===== config.mk =====
export PLATFORM = sky130hd
export DESIGN_NAME = pll_rst_seq
export DESIGN_NICKNAME = d
export VERILOG_FILES = /design/src/rtl/pll_rst_seq_pkg.sv /design/src/rtl/pll_rst_seq_sync_2ff.sv /design/src/rtl/pll_rst_seq.sv
export SDC_FILE = /design/constraint.sdc
export NUM_CORES = 1
export LEC_CHECK = 0
export ABC_AREA = 1
export ABC_CLOCK_PERIOD_IN_PS = 1800
export BUFFER_PORTS_ARGS = -buffer_cell sky130_fd_sc_hd__buf_2
export CORE_ASPECT_RATIO = 1.4
export CORE_MARGIN = 2
export CORE_UTILIZATION = 50
export DETAILED_ROUTE_END_ITERATION = 16
export GPL_ROUTABILITY_DRIVEN = 1
export PLACE_DENSITY = 0.75
export SYNTH_ARGS = -nofsm -noshare
export SYNTH_HDL_FRONTEND = slang
export SYNTH_HIERARCHICAL = 1
export SYNTH_SLANG_ARGS = --single-unit

===== constraint.sdc =====
create_clock -name clk_i -period 1.8 [get_ports clk_i]
set_input_delay 0.09 -clock clk_i [delete_from_list [all_inputs] [get_ports clk_i]]
set_output_delay 0.09 -clock clk_i [all_outputs]
set_load 0.005 [all_outputs]

===== src/rtl/pll_rst_seq_pkg.sv =====
// Shared definitions for the PLL reset/relock sequencer: state encoding,
// default timing constants and the relock counter width.
package pll_rst_seq_pkg;

    // Sequencer states. Encodings 6 and 7 are unused and recover to RESET_PLL.
    typedef enum logic [2:0] {
        RESET_PLL = 3'd0,
        WAIT_LOCK = 3'd1,
        STABLE    = 3'd2,
        EN_CLK    = 3'd3,
        RUN       = 3'd4,
        FAIL      = 3'd5
    } pll_seq_state_e;

    // Default timing, in reference clock cycles (50 MHz board clock).
    localparam int DEF_RST_CYCLES         = 16;
    localparam int DEF_LOCK_TIMEOUT       = 65536;
    localparam int DEF_LOCK_STABLE_CYCLES = 1024;
    localparam int DEF_ENABLE_GAP         = 8;
    localparam int DEF_RELEASE_DELAY      = 16;
    localparam int DEF_MAX_RETRIES        = 4;

    // Width of the saturating lock-loss counter.
    localparam int RELOCK_CNT_W = 8;

    // Larger of two integers, used to size the shared down-counter.
    function automatic int max_int(input int a, input int b);
        return (a > b) ? a : b;
    endfunction

endpackage


===== src/rtl/pll_rst_seq_sync_2ff.sv =====
// Generic single-bit two-flop synchroniser with asynchronous active-low
// reset; output resets to 0. Reused for other clock-domain-crossing bits.
module sync_2ff (
    input  logic clk_i,
    input  logic rst_ni,
    input  logic d_i,
    output logic q_o
);

    logic meta_q;
    logic sync_q;

    // Two back-to-back flops give the first stage a full cycle to resolve.
    always_ff @(posedge clk_i or negedge rst_ni) begin
        if (!rst_ni) begin
            meta_q <= 1'b0;
            sync_q <= 1'b0;
        end else begin
            // NOTE: non-blocking assignments make both flops sample the old
            // values at the same edge; blocking here would collapse the chain
            // into a single flop.
            meta_q <= d_i;
            sync_q <= meta_q;
        end
    end

    assign q_o = sync_q;

endmodule


===== src/rtl/pll_rst_seq.sv =====
// PLL power-up and relock sequencer. Runs on the free-running reference
// clock, pulses the PLL reset, waits for a stable lock, enables the two PLL
// output clocks in order and finally releases the system reset.
module pll_rst_seq
    import pll_rst_seq_pkg::*;
#(
    parameter int RST_CYCLES         = DEF_RST_CYCLES,
    parameter int LOCK_TIMEOUT       = DEF_LOCK_TIMEOUT,
    parameter int LOCK_STABLE_CYCLES = DEF_LOCK_STABLE_CYCLES,
    parameter int ENABLE_GAP         = DEF_ENABLE_GAP,
    parameter int RELEASE_DELAY      = DEF_RELEASE_DELAY,
    parameter int MAX_RETRIES        = DEF_MAX_RETRIES
) (
    input  logic                    clk_i,
    input  logic                    rst_ni,
    input  logic                    pll_lock_i,
    input  logic                    relock_req_i,
    output logic                    pll_reset_o,
    output logic                    enclk0_o,
    output logic                    enclk2_o,
    output logic                    sys_rst_no,
    output logic                    ready_o,
    output logic                    fail_o,
    output logic [RELOCK_CNT_W-1:0] relock_count_o
);

    // One counter serves every timed state, so it is sized for the longest.
    localparam int MAX_DUR = max_int(max_int(max_int(RST_CYCLES, LOCK_TIMEOUT),
                                             max_int(LOCK_STABLE_CYCLES, ENABLE_GAP)),
                                     RELEASE_DELAY);
    localparam int CNT_W   = $clog2(MAX_DUR + 1);
    localparam int RETRY_W = $clog2(MAX_RETRIES + 1);

    // Reload values: a state lasting N cycles loads N-1 and expires at 0.
    localparam logic [CNT_W-1:0] RST_RELOAD     = CNT_W'(RST_CYCLES - 1);
    localparam logic [CNT_W-1:0] TIMEOUT_RELOAD = CNT_W'(LOCK_TIMEOUT - 1);
    localparam logic [CNT_W-1:0] STABLE_RELOAD  = CNT_W'(LOCK_STABLE_CYCLES - 1);
    localparam logic [CNT_W-1:0] GAP_RELOAD     = CNT_W'(ENABLE_GAP - 1);
    localparam logic [CNT_W-1:0] RELEASE_RELOAD = CNT_W'(RELEASE_DELAY - 1);

    pll_seq_state_e          state_q, state_d;
    logic [CNT_W-1:0]        cnt_q, cnt_d;
    logic                    gap_done_q, gap_done_d;
    logic [RETRY_W-1:0]      retry_q, retry_d, retry_inc;
    logic [RELOCK_CNT_W-1:0] relock_cnt_q, relock_cnt_d;
    logic                    expired;
    logic                    lock_s;

    logic pll_reset_q, pll_reset_d;
    logic enclk0_q, enclk0_d;
    logic enclk2_q, enclk2_d;
    logic sys_rst_nq, sys_rst_nd;
    logic ready_q, ready_d;
    logic fail_q, fail_d;

    // PLL lock is asynchronous to the reference clock; every decision uses lock_s.
    sync_2ff u_lock_sync (
        .clk_i  (clk_i),
        .rst_ni (rst_ni),
        .d_i    (pll_lock_i),
        .q_o    (lock_s)
    );

    // Next-state, counter, retry, relock-count and registered-output decode.
    always_comb begin
        // NOTE: every variable gets a default before any branch, so no path
        // leaves one unassigned and no latch is inferred.
        state_d      = state_q;
        cnt_d        = (cnt_q == '0) ? '0 : cnt_q - CNT_W'(1);
        gap_done_d   = gap_done_q;
        retry_d      = retry_q;
        relock_cnt_d = relock_cnt_q;
        expired      = (cnt_q == '0);
        retry_inc    = retry_q + RETRY_W'(1);

        if (relock_req_i) begin
            // A restart request beats lock loss and expiry in the same cycle.
            state_d    = RESET_PLL;
            cnt_d      = RST_RELOAD;
            gap_done_d = 1'b0;
            retry_d    = '0;
        end else begin
            case (state_q)
                RESET_PLL: begin
                    if (expired) begin
                        state_d = WAIT_LOCK;
                        cnt_d   = TIMEOUT_RELOAD;
                    end
                end
                WAIT_LOCK: begin
                    if (lock_s) begin
                        state_d = STABLE;
                        cnt_d   = STABLE_RELOAD;
                    end else if (expired) begin
                        retry_d = retry_inc;
                        if (retry_inc == RETRY_W'(MAX_RETRIES)) begin
                            state_d = FAIL;
                            cnt_d   = '0;
                        end else begin
                            state_d = RESET_PLL;
                            cnt_d   = RST_RELOAD;
                        end
                    end
                end
                STABLE: begin
                    // A glitch restarts the lock wait without consuming a retry.
                    if (!lock_s) begin
                        state_d = WAIT_LOCK;
                        cnt_d   = TIMEOUT_RELOAD;
                    end else if (expired) begin
                        state_d    = EN_CLK;
                        cnt_d      = GAP_RELOAD;
                        gap_done_d = 1'b0;
                        retry_d    = '0;
                    end
                end
                EN_CLK: begin
                    if (!lock_s) begin
                        state_d    = RESET_PLL;
                        cnt_d      = RST_RELOAD;
                        gap_done_d = 1'b0;
                        if (relock_cnt_q != '1) relock_cnt_d = relock_cnt_q + RELOCK_CNT_W'(1);
                    end else if (expired) begin
                        if (!gap_done_q) begin
                            gap_done_d = 1'b1;
                            cnt_d      = RELEASE_RELOAD;
                        end else begin
                            state_d    = RUN;
                            gap_done_d = 1'b0;
                        end
                    end
                end
                RUN: begin
                    if (!lock_s) begin
                        state_d = RESET_PLL;
                        cnt_d   = RST_RELOAD;
                        if (relock_cnt_q != '1) relock_cnt_d = relock_cnt_q + RELOCK_CNT_W'(1);
                    end
                end
                FAIL: begin
                    state_d = FAIL;
                end
                default: begin
                    state_d    = RESET_PLL;
                    cnt_d      = RST_RELOAD;
                    gap_done_d = 1'b0;
                end
            endcase
        end

        // Outputs are decoded from the next state and then registered.
        pll_reset_d = (state_d == RESET_PLL) || (state_d == FAIL);
        enclk0_d    = (state_d == EN_CLK) || (state_d == RUN);
        enclk2_d    = ((state_d == EN_CLK) && gap_done_d) || (state_d == RUN);
        sys_rst_nd  = (state_d == RUN);
        ready_d     = (state_d == RUN);
        fail_d      = (state_d == FAIL);
    end

    // Sequencer state, shared counter, retry and relock counters.
    always_ff @(posedge clk_i or negedge rst_ni) begin
        if (!rst_ni) begin
            state_q      <= RESET_PLL;
            cnt_q        <= RST_RELOAD;
            gap_done_q   <= 1'b0;
            retry_q      <= '0;
            relock_cnt_q <= '0;
        end else begin
            state_q      <= state_d;
            cnt_q        <= cnt_d;
            gap_done_q   <= gap_done_d;
            retry_q      <= retry_d;
            relock_cnt_q <= relock_cnt_d;
        end
    end

    // Output registers; reset values hold the PLL in reset and the system down.
    always_ff @(posedge clk_i or negedge rst_ni) begin
        if (!rst_ni) begin
            pll_reset_q <= 1'b1;
            enclk0_q    <= 1'b0;
            enclk2_q    <= 1'b0;
            sys_rst_nq  <= 1'b0;
            ready_q     <= 1'b0;
            fail_q      <= 1'b0;
        end else begin
            pll_reset_q <= pll_reset_d;
            enclk0_q    <= enclk0_d;
            enclk2_q    <= enclk2_d;
            sys_rst_nq  <= sys_rst_nd;
            ready_q     <= ready_d;
            fail_q      <= fail_d;
        end
    end

    assign pll_reset_o    = pll_reset_q;
    assign enclk0_o       = enclk0_q;
    assign enclk2_o       = enclk2_q;
    assign sys_rst_no     = sys_rst_nq;
    assign ready_o        = ready_q;
    assign fail_o         = fail_q;
    assign relock_count_o = relock_cnt_q;

endmodule


==> summary.txt <==
Status
  • Status: complete, no violations

Critical path
  • Critical Setup Path Class: flop to flop
  • Req. time, crit path: 2.00 ns
  • Critical path peak fanout: 3
  • Startpoint types: flop
  • Critical Path End Type: flop
  • Crit path DAT: 1.99 ns

Floorplanning
  • Die H: 89.1 µm
  • Site row count: 31
  • Die ar.: 5770 µm²
  • Core Region: 5080 µm²
  • I/O pin total: 18
  • Die W: 64.8 µm
  • Initial Util: 50.8%

Synth
  • Register area share after synthesis: 38.0%
  • Synthesized cell area: 2580 µm²
  • Synth top area share: 32.9%
  • Syn Inst Count: 336
  • Synth area leaders: dfrtp_1, nand2_1, nand3_1
  • Post-synth top area cell: dfrtp_1
  • Synth cell types: 33
  • Syn nets: 346
  • Yosys warns: 6
  • Avg Cell Area, Syn: 7.69 µm²
  • Synth Register Bits: 39

Final layout
  • Commonest non-fill, non-tap cell in the layout: nand2_1
  • Layout area overhead: 20.0%
  • Antenna diodes: 0
  • Share of cells above drive strength 1: 34.1%
  • Commonest non-fill, non-tap cells in the layout: nand2_1, dfrtp_1, inv_1
  • Fillcell total: 465
  • Nets: 384
  • Post-layout util: 61.0%

STA
  • Final Hold Viols: 0
  • Final Skew: 0.00508 ns
  • Slew margin rel.: 66.2%
  • Setup_tns: 0 ns
  • # setup viols final: 0
  • Pins over their slew limit: 0
  • Period minus WS final: 1.80 ns
  • Final hold slack: 0.146 ns
  • Measured slew at the worst slew-check pin: 0.507 ns
  • RSZ-0062 raised after global routing: true
  • Final Worst Setup Slack: 0.00427 ns
  • Crit share post-route: 99.8%
  • FMAX: 557 MHz

Job
  • Max-Cap Viols: 0

Placed design
  • Detail Placement HPWL: 4530 µm
  • IO buf count: 17
  • Gpl congestion: 0.924
  • Setup slack at placement: -0.0815 ns

Clocking
  • Num CTS Buffers: 5
  • Clock Path Buffers: 2
  • CTS tree: done
  • H-tree depth: 2
  • Worst-path clk slew: 0.08 ns
  • Clock sink count: 39
  • Skew-Pair Late Insertion Delay: 0.30 ns
  • Root buffer cell: clkbuf_8

Power and ir drop
  • P per Cell Area: 576 nW/µm²
  • Switching part of the total: 22.5%
  • Switching pwr: 402 µW
  • Sequential share of power: 50.8%
  • Max VDD drop: 0.433 mV
  • Combinational Power Share: 6.0%
  • Clock share of power: 43.2%
  • Leakage: 0.00159 µW
  • Int Pwr: 1380 µW

Hold path
  • Worst hold-check path type: input pin to flop

Global routing
  • Largest net degree at the start of global routing: 40
  • Initial antenna violation count: 0
  • Gr ovfl total: 0
  • Overall global routing resource usage: 23.0%
  • First-pass GRT wire length: 10100 µm
  • Vias in the first global route: 2270

Routing
  • Routed WL: 6070 µm
  • DR vias: 2260
  • Post-DRT Antenna Nets: 0
  • DRT iter0 DRCs: 103
  • TritonRoute pass-1 iters: 5
  • Avg WL per Cell: 13.8 µm
  • Avg Vias per Cell: 5.12
  • DRC Markers: 0
==> power groups by stage <==
stage	Sequential, µW	Combinational (µW)	Clock (µW)
4_1_cts	906	106	784
6_report	907	108	771
3_3_place_gp	922	98.1	0
3_5_place_dp	923	101	0
5_1_grt	909	124	814
2_1_floorplan	919	52.7	0
==> synth_stat cells <==
| cell type | n |
|---|---|
| clkinv_1 | 1 |
| clkbuf_1 | 1 |
| buf_4 | 1 |
| nand3_4 | 1 |
| o21ai_1 | 3 |
| dfrtp_1 | 34 |
| nand3b_1 | 1 |
| nor4_1 | 1 |
| nand3_1 | 33 |
| a21oi_1 | 18 |
| xnor2_1 | 6 |
| nand3_2 | 4 |
| o31ai_1 | 1 |
| nor3_1 | 3 |
| nor2_2 | 10 |
| inv_2 | 12 |
| nand2_2 | 12 |
| o21ai_0 | 12 |
| xor2_1 | 8 |
| dfstp_2 | 5 |
| a31oi_1 | 1 |
| a21oi_2 | 1 |
| o21ai_2 | 1 |
| nand2_1 | 72 |
| o21bai_1 | 1 |
| inv_1 | 35 |
| nor2_1 | 31 |
| nand2_4 | 4 |
| nor3_2 | 2 |
| ha_1 | 6 |
| xor2_2 | 1 |
| nor2_4 | 13 |
| buf_2 | 1 |
==> through the flow <==
| step | instance area [µm²] | instances | total power (µW) |
|---|---|---|---|
| 3_5_place_dp | 2870 | 430 | 1020 |
| 4_1_cts | 3010 | 440 | 1800 |
| 3_3_place_gp | 2870 | 430 | 1020 |
| 6_report | 3100 | 441 | 1790 |
| 5_1_grt | 3100 | 441 | 1850 |
| 2_1_floorplan | 2610 | 336 | 971 |
==> sequential cells by signal, indices dropped and copies added, names as in the netlist <==
register,flops
enclk2_o,1
state_q,3
u_lock_sync/meta_q,1
retry_q,3
u_lock_sync/q_o,1
fail_o,1
ready_o,1
relock_count_o,8
pll_reset_o,1
cnt_q,17
enclk0_o,1
gap_done_q,1
==> timing repair <==
action                                  CTS  global route
setup buffers                             0             1
endpoints found under the hold margin    35             0
hold buffers                              2             0
resized for setup                         3            22
endpoints found under the setup margin   15            19
pin swaps                                 3            15
==> worst max-delay path, stage by stage, from the launching register on <==
cell and delay [ns]:
dfstp_2 0.38, inv_2 0.07, ha_4 0.13, inv_2 0.04
nor2_4 0.12, nand2_2 0.07, nor2_4 0.14, nand2_4 0.07
ha_4 0.27, nor2_4 0.03, a31oi_4 0.14, a21oi_2 0.08
nand3_1 0.09, nand2_2 0.05
==> final cells by class <==
type	instances	area (µm²)	share of cell area, %
Timing Repair Buffer	34	218	7.02
Multi-Input combinational cell	246	1520	49.0
Clock buffer	6	82.6	2.66
Sequential cell	39	982	31.7
Tap cell	66	82.6	2.66
Clock inverter	2	35.0	1.13
Inverter	48	183	5.89
==> logic make-up (layout without fill, tap and decap cells) <==
kind of cell               after synthesis  in the layout  share of synthesized area [%]
and+or+nand+nor                        187            187                           38.2
buffers and inverters                   51             90                           7.60
DFF                                     39             39                           38.0
AOI/OAI and AO/OA                       38             38                           7.89
xor gates and xnor gates                15             15                           5.38
adders and majority gates                6              6                           2.91
==> final timing paths <==
path                                               from                        end  slack [ns]  cells past startpoint
max in group asynchronous                        rst_ni         cnt_q[0]$_DFF_PN1_        1.05                      3
max                                  cnt_q[0]$_DFF_PN1_         enclk2_o$_DFF_PN0_       0.004                     13
min reg2reg                u_lock_sync/meta_q$_DFF_PN0_  u_lock_sync/q_o$_DFF_PN0_        0.35                      0
max reg2reg                          cnt_q[0]$_DFF_PN1_         enclk2_o$_DFF_PN0_       0.004                     13
min in group asynchronous                        rst_ni         cnt_q[7]$_DFF_PN0_        0.36                      3
min                                        relock_req_i         cnt_q[8]$_DFF_PN0_        0.15                      2
==> layer usage <==
layer	part of all wire, %	vias to the layer above	track usage [%]
met4	3.1	0	12.2
met1	40	1053	25.0
li1	-	1132	-
met3	3.2	20	3.53
met2	53	55	42.6
met5	0	-	0
No activity file was read; power rests on OpenSTA's default activity.
